==> src/rtl/ps2_action_decoder.sv <==
`default_nettype none
// ============================================================================
// Module   : ps2_action_decoder
// Purpose  : PS/2 keyboard receiver and scan-code decoder that drives the
//            5-bit paddle action vector (mAccion) and its qualifying strobe
//            (bandera). Bits are oversampled on the system clock.
// Revision : 1.0 - initial release
// ============================================================================
module ps2_action_decoder #(
    parameter int unsigned TIMEOUT_CYCLES = 25000,  // must be >= 2
    parameter int unsigned BANDERA_CYCLES = 4,      // must be >= 1
    parameter logic [7:0]  KEY_START      = 8'h29,
    parameter logic [7:0]  KEY_B1_LEFT    = 8'h1C,
    parameter logic [7:0]  KEY_B1_RIGHT   = 8'h23
) (
    input  logic       Clock,
    input  logic       Reset,
    input  logic       ps2_clk,
    input  logic       ps2_data,
    output logic [4:0] mAccion,
    output logic       bandera,
    output logic [7:0] scan_code,
    output logic       scan_valid,
    output logic       frame_error
);

    localparam int unsigned     c_TO_W     = $clog2(TIMEOUT_CYCLES + 1);
    // The counter reads (clocks since the last falling edge) - 1; deciding at
    // TIMEOUT_CYCLES-2 makes frame_error visible exactly TIMEOUT_CYCLES
    // clocks after the edge-detect clock.
    localparam logic [c_TO_W-1:0] c_TO_LAST = c_TO_W'(TIMEOUT_CYCLES - 2);
    localparam int unsigned     c_BW       = (BANDERA_CYCLES > 1) ? $clog2(BANDERA_CYCLES) : 1;
    localparam logic [c_BW-1:0] c_B_LOAD   = c_BW'(BANDERA_CYCLES - 1);

    localparam logic [7:0] c_PFX_EXT   = 8'hE0;
    localparam logic [7:0] c_PFX_BRK   = 8'hF0;
    localparam logic [7:0] c_KEY_LARR  = 8'h6B;
    localparam logic [7:0] c_KEY_RARR  = 8'h74;

    typedef enum logic [1:0] {
        S_IDLE   = 2'd0,
        S_DATA   = 2'd1,
        S_PARITY = 2'd2,
        S_STOP   = 2'd3
    } rx_state_t;

    // Synchronisers
    logic r_clk_s1, r_clk_s2, r_clk_prev;
    logic r_dat_s1, r_dat_s2;
    logic w_fe;

    // Receiver
    rx_state_t         r_state;
    logic [2:0]        r_bitcnt;
    logic [7:0]        r_shift;
    logic              r_parity;
    logic [c_TO_W-1:0] r_to_cnt;
    logic [7:0]        r_scan_code;
    logic              r_scan_valid;
    logic              r_frame_error;
    logic              w_timeout;
    logic              w_stop_fe;
    logic              w_frame_ok;
    logic              w_frame_bad;

    // Decoder
    logic       r_ext;
    logic       r_brk;
    logic [4:0] r_maccion;
    logic       r_req;
    logic [4:0] w_key_mask;
    logic       w_key_hit;

    // Strobe generator
    logic            r_band;
    logic [c_BW-1:0] r_bcnt;
    logic            r_pending;
    logic            r_gap;

    // Two-stage synchronisers plus a history stage on the clock line
    always_ff @(posedge Clock) begin
        if (Reset) begin
            r_clk_s1   <= 1'b1;
            r_clk_s2   <= 1'b1;
            r_clk_prev <= 1'b1;
            r_dat_s1   <= 1'b1;
            r_dat_s2   <= 1'b1;
        end else begin
            r_clk_s1   <= ps2_clk;
            r_clk_s2   <= r_clk_s1;
            r_clk_prev <= r_clk_s2;
            r_dat_s1   <= ps2_data;
            r_dat_s2   <= r_dat_s1;
        end
    end

    assign w_fe        = r_clk_prev & ~r_clk_s2;
    // A falling edge in the same clock always beats the timeout.
    assign w_timeout   = (r_state != S_IDLE) && !w_fe && (r_to_cnt == c_TO_LAST);
    assign w_stop_fe   = (r_state == S_STOP) && w_fe;
    assign w_frame_ok  = w_stop_fe && r_dat_s2 && (^{r_shift, r_parity});
    assign w_frame_bad = (w_stop_fe && !w_frame_ok) || w_timeout;

    // Frame receiver: start/data/parity/stop sequencing with inactivity timeout
    always_ff @(posedge Clock) begin
        if (Reset) begin
            r_state       <= S_IDLE;
            r_bitcnt      <= 3'd0;
            r_shift       <= 8'h00;
            r_parity      <= 1'b0;
            r_to_cnt      <= '0;
            r_scan_code   <= 8'h00;
            r_scan_valid  <= 1'b0;
            r_frame_error <= 1'b0;
        end else begin
            r_scan_valid  <= 1'b0;
            r_frame_error <= 1'b0;

            if (w_fe) begin
                r_to_cnt <= '0;
            end else if (r_state != S_IDLE) begin
                r_to_cnt <= r_to_cnt + c_TO_W'(1);
            end

            case (r_state)
                S_IDLE: begin
                    if (w_fe) begin
                        if (!r_dat_s2) begin
                            r_state  <= S_DATA;
                            r_bitcnt <= 3'd0;
                        end else begin
                            r_frame_error <= 1'b1;
                        end
                    end
                end
                S_DATA: begin
                    if (w_fe) begin
                        r_shift <= {r_dat_s2, r_shift[7:1]};
                        if (r_bitcnt == 3'd7) begin
                            r_state <= S_PARITY;
                        end else begin
                            r_bitcnt <= r_bitcnt + 3'd1;
                        end
                    end
                end
                S_PARITY: begin
                    if (w_fe) begin
                        r_parity <= r_dat_s2;
                        r_state  <= S_STOP;
                    end
                end
                S_STOP: begin
                    if (w_fe) begin
                        r_state <= S_IDLE;
                        if (w_frame_ok) begin
                            r_scan_code  <= r_shift;
                            r_scan_valid <= 1'b1;
                        end else begin
                            r_frame_error <= 1'b1;
                        end
                    end
                end
                default: r_state <= S_IDLE;
            endcase

            if (w_timeout) begin
                r_state       <= S_IDLE;
                r_to_cnt      <= '0;
                r_frame_error <= 1'b1;
            end
        end
    end

    // Map the completed byte to an action bit, honouring the E0 prefix
    always_comb begin
        w_key_mask = 5'b00000;
        if (r_ext) begin
            if (r_shift == c_KEY_LARR) begin
                w_key_mask = 5'b10000;
            end else if (r_shift == c_KEY_RARR) begin
                w_key_mask = 5'b01000;
            end
        end else begin
            if (r_shift == KEY_START) begin
                w_key_mask = 5'b00001;
            end else if (r_shift == KEY_B1_LEFT) begin
                w_key_mask = 5'b00010;
            end else if (r_shift == KEY_B1_RIGHT) begin
                w_key_mask = 5'b00100;
            end
        end
    end

    assign w_key_hit = |w_key_mask;

    // Prefix tracking and action-bit update; results land with scan_valid
    always_ff @(posedge Clock) begin
        if (Reset) begin
            r_ext     <= 1'b0;
            r_brk     <= 1'b0;
            r_maccion <= 5'b00000;
            r_req     <= 1'b0;
        end else begin
            r_req <= 1'b0;
            if (w_frame_bad) begin
                r_ext <= 1'b0;
                r_brk <= 1'b0;
            end else if (w_frame_ok) begin
                if (r_shift == c_PFX_EXT) begin
                    r_ext <= 1'b1;
                end else if (r_shift == c_PFX_BRK) begin
                    r_brk <= 1'b1;
                end else begin
                    r_ext <= 1'b0;
                    r_brk <= 1'b0;
                    if (w_key_hit) begin
                        if (r_brk) begin
                            r_maccion <= r_maccion & ~w_key_mask;
                        end else begin
                            r_maccion <= r_maccion | w_key_mask;
                            r_req     <= 1'b1;
                        end
                    end
                end
            end
        end
    end

    // Strobe generator: fixed-width pulses, one merged pending request,
    // and a single low clock between back-to-back pulses
    always_ff @(posedge Clock) begin
        if (Reset) begin
            r_band    <= 1'b0;
            r_bcnt    <= '0;
            r_pending <= 1'b0;
            r_gap     <= 1'b0;
        end else begin
            if (r_band) begin
                if (r_req) begin
                    r_pending <= 1'b1;
                end
                if (r_bcnt == '0) begin
                    r_band <= 1'b0;
                    if (r_pending || r_req) begin
                        r_gap <= 1'b1;
                    end
                end else begin
                    r_bcnt <= r_bcnt - c_BW'(1);
                end
            end else if (r_gap) begin
                r_band    <= 1'b1;
                r_bcnt    <= c_B_LOAD;
                r_gap     <= 1'b0;
                r_pending <= 1'b0;
            end else if (r_req) begin
                r_band <= 1'b1;
                r_bcnt <= c_B_LOAD;
            end
        end
    end

    assign mAccion     = r_maccion;
    assign bandera     = r_band;
    assign scan_code   = r_scan_code;
    assign scan_valid  = r_scan_valid;
    assign frame_error = r_frame_error;

endmodule
`default_nettype wire

==> config.mk <==
export PLATFORM = sky130hd
export DESIGN_NAME = ps2_action_decoder
export DESIGN_NICKNAME = d
export VERILOG_FILES = /design/src/rtl/ps2_action_decoder.sv
export SDC_FILE = /design/constraint.sdc
export NUM_CORES = 1
export LEC_CHECK = 0
export ABC_AREA = 1
export CORE_UTILIZATION = 35
export DETAILED_ROUTE_END_ITERATION = 10
export SETUP_SLACK_MARGIN = 0.05
export SLEW_MARGIN = 20
export SYNTH_ARGS = -nofsm -noshare
export SYNTH_HDL_FRONTEND = slang
export SYNTH_SLANG_ARGS = --single-unit
export TNS_END_PERCENT = 50
==> constraint.sdc <==
create_clock -name Clock -period 2.2 [get_ports Clock]
set_input_delay 0.33 -clock Clock [delete_from_list [all_inputs] [get_ports Clock]]
set_output_delay 0.33 -clock Clock [all_outputs]
set_load 0.01 [all_outputs]
Yosys cells after proc, flatten, opt, wreduce, memory -nomap -nowiden
Index checks and enable logic that the tools add are counted.
W data, S select, Z words.
- output and inout bits: 16
- input bits: 4
- register bits: 57
- bitwise logic cells: 13
- add/subtract/negate cells: 3
- mux-type cells: 41
- equality and inequality tests: 22
- reductions and logical operators: 35
- operators with widths (kind ; number):
    $mux W3 ; 7
    $mux W2 ; 10
    $ne A2 B2 Y1 const B ; 10
    $mux W1 ; 17
    $eq A8 B6 Y1 const B ; 2
    $eq A8 B7 Y1 const B ; 2
    $eq A8 B8 Y1 const B ; 2
    $add A15 B1 Y15 const B ; 1
    $eq A15 B15 Y1 const B ; 1
    $mux W5 ; 3
    $reduce_and A2 Y1 ; 7
    $reduce_and A5 Y1 ; 2
    $not A1 Y1 ; 9
    $reduce_xor A9 Y1 ; 1
    $eq A8 B5 Y1 const B ; 1
    $pmux W2 S4 ; 1
    $logic_and A1 B1 Y1 ; 6
    $pmux W3 S2 ; 1
    $reduce_and A6 Y1 ; 1
    $reduce_bool A2 Y1 ; 3
    $reduce_or A2 Y1 ; 3
    $reduce_or A3 Y1 ; 2
    $reduce_or A6 Y1 ; 1
    $and A5 B5 Y5 ; 1
    16 further kinds ; 20

Depth between registers and ports, before layout
- depth after elaboration: 10
- mapped depth: 15
- mapped depth without buffers: 14

Least setup slack after synthesis
OpenSTA, ideal clock, no wires.
- kind: register to register
- start: reg r_state[0]
- end: reg r_to_cnt[13]
- buffers on the path: 1
- arrival time: 1656 ps
- library setup time: 117 ps
- stages on the path, launching flop included: 12
- path slack: 426 ps
- data required time: 2083 ps
- cell sequence: dfxtp_1 -> inv_1 -> ha_1 -> buf_2 -> nor3_2 -> nand2_1 -> nor2_2 -> nand3_1 -> nor2_1 -> nand2_1 -> xor2_1 -> nor2_1
- word-level cells in the longest chain between the ends: 4
- ends and longest elaborated chain (item ; line ; RTL):
    from (decl) ; 53 ; rx_state_t r_state;
    from (signal assigned) ; 107 ; r_state <= S_IDLE;
    from (signal assigned) ; 129 ; r_state <= S_DATA;
    from (signal assigned) ; 140 ; r_state <= S_PARITY;
    $reduce_bool A2 Y1 (*) ; 99, 121 ;
    $logic_and A1 B1 Y1 (2 in a row) ; 99 ; assign w_timeout = (r_state != S_IDLE) && !w_fe && (r_to_cnt == c_TO_LAST);
    $reduce_or A3 Y1 (no source line) ; n/a ;
    to (signal assigned) ; 122 ; r_to_cnt <= r_to_cnt + c_TO_W'(1);
    to (decl) ; 57 ; logic [c_TO_W-1:0] r_to_cnt;
Every way passes the cells marked *; elsewhere a longest branch is shown, timed or not.
A chain may end at the register's enable or synchronous reset.

Worst setup path after layout
- start: reg r_state[0]
- end: reg r_to_cnt[11]
Same word-level chain as after synthesis.

==> impl_metrics.prom <==
# TYPE chip_impl_metric gauge
chip_impl_info{name="run_status",value="finished, final reports clean"} 1
chip_impl_info{name="min_to",value="r_clk_s2"} 1
chip_impl_metric{name="ys.warnings.count",unit=""} 0
chip_impl_metric{name="cts-htree-levels",unit=""} 3
chip_impl_metric{name="floorplan.core_area",unit="um2"} 7807
chip_impl_metric{name="gp_congestion",unit=""} 0.9251
chip_impl_info{name="clock_root_buffer_master",value="sky130_fd_sc_hd__clkbuf_8"} 1
chip_impl_metric{name="drive_above_1_share",unit="%"} 13.24
chip_impl_metric{name="synthDominantCellAreaShare",unit="%"} 40.11
chip_impl_metric{name="relSlewSlack",unit="%"} 69.70
chip_impl_metric{name="syn2layout_area_growth",unit="%"} 17.94
chip_impl_metric{name="io_buffers",unit=""} 19
chip_impl_metric{name="cts_sink_count",unit=""} 57
chip_impl_metric{name="tritoncts.num_buffers",unit=""} 9
chip_impl_metric{name="postSynthNetCount",unit=""} 409
chip_impl_info{name="critical_path_start_end_classification",value="register to register"} 1
chip_impl_metric{name="fin_worst_skew",unit="ns"} 0.005493
chip_impl_info{name="crit_path_end_kind",value="register"} 1
chip_impl_info{name="dr_top_layer",value="met4"} 1
chip_impl_metric{name="die_area",unit="um2"} 8493
chip_impl_metric{name="worst_slew_pin_slew",unit="ns"} 0.4534
chip_impl_metric{name="post_cts_resize_count",unit=""} 0
chip_impl_metric{name="power.static_leakage",unit="nW"} 1.307
chip_impl_info{name="synth_flop_cell",value="sky130_fd_sc_hd__dfxtp_1"} 1
chip_impl_info{name="crit_slowest_cell",value="sky130_fd_sc_hd__dfxtp_1"} 1
chip_impl_metric{name="gr-total-overflow",unit=""} 0
chip_impl_metric{name="timing_max_transition_violations_final",unit=""} 0
chip_impl_metric{name="timing.final.crit_period",unit="ns"} 1.896
chip_impl_metric{name="worst_ep_arrival_time",unit="ns"} 2.15
chip_impl_metric{name="number_of_global_route_vias_before_repair",unit=""} 2352
chip_impl_metric{name="worst_vdd_rail_ir_drop",unit="uV"} 238.5
chip_impl_metric{name="hold_viol",unit=""} 0
chip_impl_metric{name="r2r_setup_slack",unit="ns"} 0.30
chip_impl_metric{name="finalWirelength",unit="um"} 5691
chip_impl_metric{name="grt_antenna_before_repair",unit=""} 0
chip_impl_metric{name="synthesis.area_per_instance",unit="um2"} 7.203
chip_impl_info{name="setup.worst_path.start",value="r_state[0]"} 1
chip_impl_metric{name="placement_rows",unit=""} 32
chip_impl_info{name="synth_most_common_cell",value="sky130_fd_sc_hd__nand2_1"} 1
chip_impl_metric{name="detail_route.first_pass.iterations",unit=""} 4
chip_impl_info{name="unrepaired_setup_endpoints_after_global_routing",value="no"} 1
chip_impl_metric{name="placed_cells",unit=""} 509
chip_impl_metric{name="die-width",unit="um"} 92.16
chip_impl_metric{name="synth_seq_cells",unit=""} 57
chip_impl_metric{name="layout.nets",unit=""} 432
chip_impl_metric{name="drtIter0Drc",unit=""} 88
chip_impl_metric{name="dr_total_vias",unit=""} 2486
chip_impl_metric{name="dp_hpwl",unit="um"} 4112
chip_impl_metric{name="maximum_number_of_pins_on_one_net_before_global_route_repair",unit=""} 30
chip_impl_metric{name="cts_hold_repair_buffers",unit=""} 0
chip_impl_info{name="hp-start",value="r_clk_s1"} 1
chip_impl_metric{name="drc",unit=""} 0
chip_impl_info{name="r2r-end",value="r_to_cnt[11]"} 1
chip_impl_metric{name="pin_count",unit=""} 20
chip_impl_metric{name="detail_route.wirelength.met1",unit="um"} 2835
chip_impl_info{name="yosys-top-cells-area",value="sky130_fd_sc_hd__dfxtp_1 40%, sky130_fd_sc_hd__nand2_1 12%, sky130_fd_sc_hd__nor2_1 6.2%, sky130_fd_sc_hd__a21oi_1 5.3%, sky130_fd_sc_hd__inv_1 5.3%"} 1
chip_impl_metric{name="setup-violations-final",unit=""} 0
chip_impl_metric{name="diodes",unit=""} 0
chip_impl_metric{name="start_util",unit="%"} 36.44
chip_impl_info{name="crit_chain",value="inv_1 > ha_2 > nor3_2 > nand2_1 > nor2_2 > nand3_1 > nor2_4 > nand2_1 > nand2_1 > nor3b_1"} 1
chip_impl_info{name="tritoncts",value="done"} 1
chip_impl_metric{name="final_min_period_over_clock_period",unit="%"} 86.19
chip_impl_metric{name="yosysSeqAreaShare",unit="%"} 40.11
chip_impl_metric{name="setup_tns",unit="ns"} 0
chip_impl_info{name="crit-reg2reg-launch",value="r_state[0]"} 1
chip_impl_metric{name="worstRegToRegCells",unit=""} 10
chip_impl_metric{name="post_synth_num_cell_types",unit=""} 32
chip_impl_metric{name="min_delay_path_depth",unit=""} 1
chip_impl_metric{name="worstSkewPairLatency",unit="ns"} 0.33
chip_impl_metric{name="global_route_wire_length_before_repair",unit="um"} 10100
chip_impl_metric{name="cts.path.max_buffers",unit=""} 2
chip_impl_metric{name="clock_pin_slew_on_the_worst_setup_and_hold_paths",unit="ns"} 0.06
chip_impl_metric{name="synthesis.instances",unit=""} 395
chip_impl_metric{name="dieHeight",unit="um"} 92.16
chip_impl_metric{name="max_clock_freq",unit="MHz"} 527.4
chip_impl_metric{name="synth_enable_flop_cells",unit=""} 0
chip_impl_metric{name="drtAntennaViolNets",unit=""} 0
chip_impl_metric{name="maxCapViolCount",unit=""} 0
chip_impl_metric{name="met3_wirelength",unit="um"} 199
chip_impl_metric{name="synth_async_sr_flop_share",unit="%"} 0
chip_impl_metric{name="final_cells",unit=""} 525
chip_impl_metric{name="drt-vias-per-instance",unit=""} 4.735
chip_impl_info{name="hp-class",value="register to register"} 1
chip_impl_metric{name="crit_required",unit="ns"} 2.46
chip_impl_metric{name="detailroute.wirelength.met2",unit="um"} 2514
chip_impl_info{name="post-synth-top-area-cell",value="sky130_fd_sc_hd__dfxtp_1"} 1
chip_impl_metric{name="cts_setup_buffers",unit=""} 0
chip_impl_metric{name="delay_of_the_slowest_cell_on_the_worst_path",unit="ns"} 0.38
chip_impl_info{name="critical-path-top-cell-by-count",value="sky130_fd_sc_hd__nand2_1"} 1
chip_impl_metric{name="groute.usage.overall",unit="%"} 15.05
chip_impl_metric{name="critPathMaxFanout",unit=""} 8
chip_impl_metric{name="synth_area",unit="um2"} 2845
chip_impl_metric{name="power_density",unit="nW/um2"} 629.3
chip_impl_info{name="synth_common_cells",value="93 x sky130_fd_sc_hd__nand2_1, 57 x sky130_fd_sc_hd__dfxtp_1, 47 x sky130_fd_sc_hd__nor2_1, 40 x sky130_fd_sc_hd__inv_1, 30 x sky130_fd_sc_hd__a21oi_1"} 1
chip_impl_info{name="setup.worst_path.start_class",value="register"} 1
chip_impl_metric{name="wl_per_cell",unit="um"} 10.84
==> how the worst max path moves through the flow <==
stage | to | cells after the start
6_report | r_to_cnt[11] | 10
2_1_floorplan | r_to_cnt[13] | 11
3_3_place_gp | r_to_cnt[13] | 10
5_1_grt | r_to_cnt[11] | 10
4_1_cts | r_to_cnt[11] | 10
3_5_place_dp | r_to_cnt[11] | 10
==> power by group <==
| part | switching, mW | total, mW | internal (mW) |
|---|---|---|---|
| clock | 0.399 | 1.01 | 0.615 |
| combinational | 0.0361 | 0.0564 | 0.0203 |
| sequential | 0.00349 | 1.04 | 1.04 |
| total | 0.439 | 2.11 | 1.67 |
==> cell families after synthesis <==
family	Yosys count	share of synthesized area, %
simple gates	203	31.88
buf+inv	62	9.191
compound gates	59	13.19
flops	57	40.11
fa+ha+maj	10	4.398
xor+xnor	4	1.232
==> metal layers <==
layer	vias to the layer above	GRT usage, %
met2	46	23.88
met5	-	0
met1	1105	18.53
met3	15	3.234
li1	1320	-
met4	0	9.245
==> worst max-delay path: cells and delay by family (launching register included) <==
kind,cells,cell delay [ns]
adders and majority gates,1,0.25
buffers and inverters,1,0.10
and+or+nand+nor,8,1.11
DFF,1,0.38
==> sequential cells by signal (all words and copies together) (netlist names), 2 cells and up, named ones only <==
register   count
r_bcnt         2
r_to_cnt      15
r_bitcnt       3
r_shift        8
scan_code      8
r_state        2
==> area by class of cell <==
| cell class | count | area, um2 |
|---|---|---|
| Fill cell | 799 | 4452 |
| Multi-Input combinational cell | 276 | 1455 |
| Sequential cell | 57 | 1141 |
| Timing Repair Buffer | 23 | 232.7 |
| Inverter | 51 | 191.4 |
| Clock buffer | 14 | 172.7 |
| Tap cell | 102 | 127.6 |
| Clock inverter | 2 | 35.03 |
==> cell usage in the layout, fill, tap and decap left out, types with 9 or more instances in the layout <==
cell type / Yosys / routed
sky130_fd_sc_hd__inv_2: 9 / 9
sky130_fd_sc_hd__nand3_1: 20 / 20
sky130_fd_sc_hd__ha_1: 10 / 9
sky130_fd_sc_hd__nor2_1: 47 / 45
sky130_fd_sc_hd__clkbuf_8: 0 / 12
sky130_fd_sc_hd__a21oi_1: 30 / 30
sky130_fd_sc_hd__nand2_1: 93 / 93
sky130_fd_sc_hd__clkdlybuf4s50_1: 0 / 19
sky130_fd_sc_hd__inv_1: 40 / 40
sky130_fd_sc_hd__dfxtp_1: 57 / 57
sky130_fd_sc_hd__o21ai_0: 13 / 13
sky130_fd_sc_hd__nor3_1: 10 / 10
sky130_fd_sc_hd__nand4_1: 11 / 11
==> metrics by stage <==
step           power [mW]  area (um2)  worst slack (ns)  hold WS (ns)  utilization (%)
6_report            2.112        3356            0.3039        0.4079            42.98
5_1_grt             2.196        3356           0.03281        0.4173            42.98
4_1_cts             2.150        3343            0.1873        0.4107            42.82
3_5_place_dp        1.122        3136            0.2004        0.3960            40.16
3_3_place_gp        1.121        3136            0.2666        0.3928            40.16
2_1_floorplan       1.101        2845            0.4263        0.3895                -
Note: power is estimated with default switching activity, not from simulation.
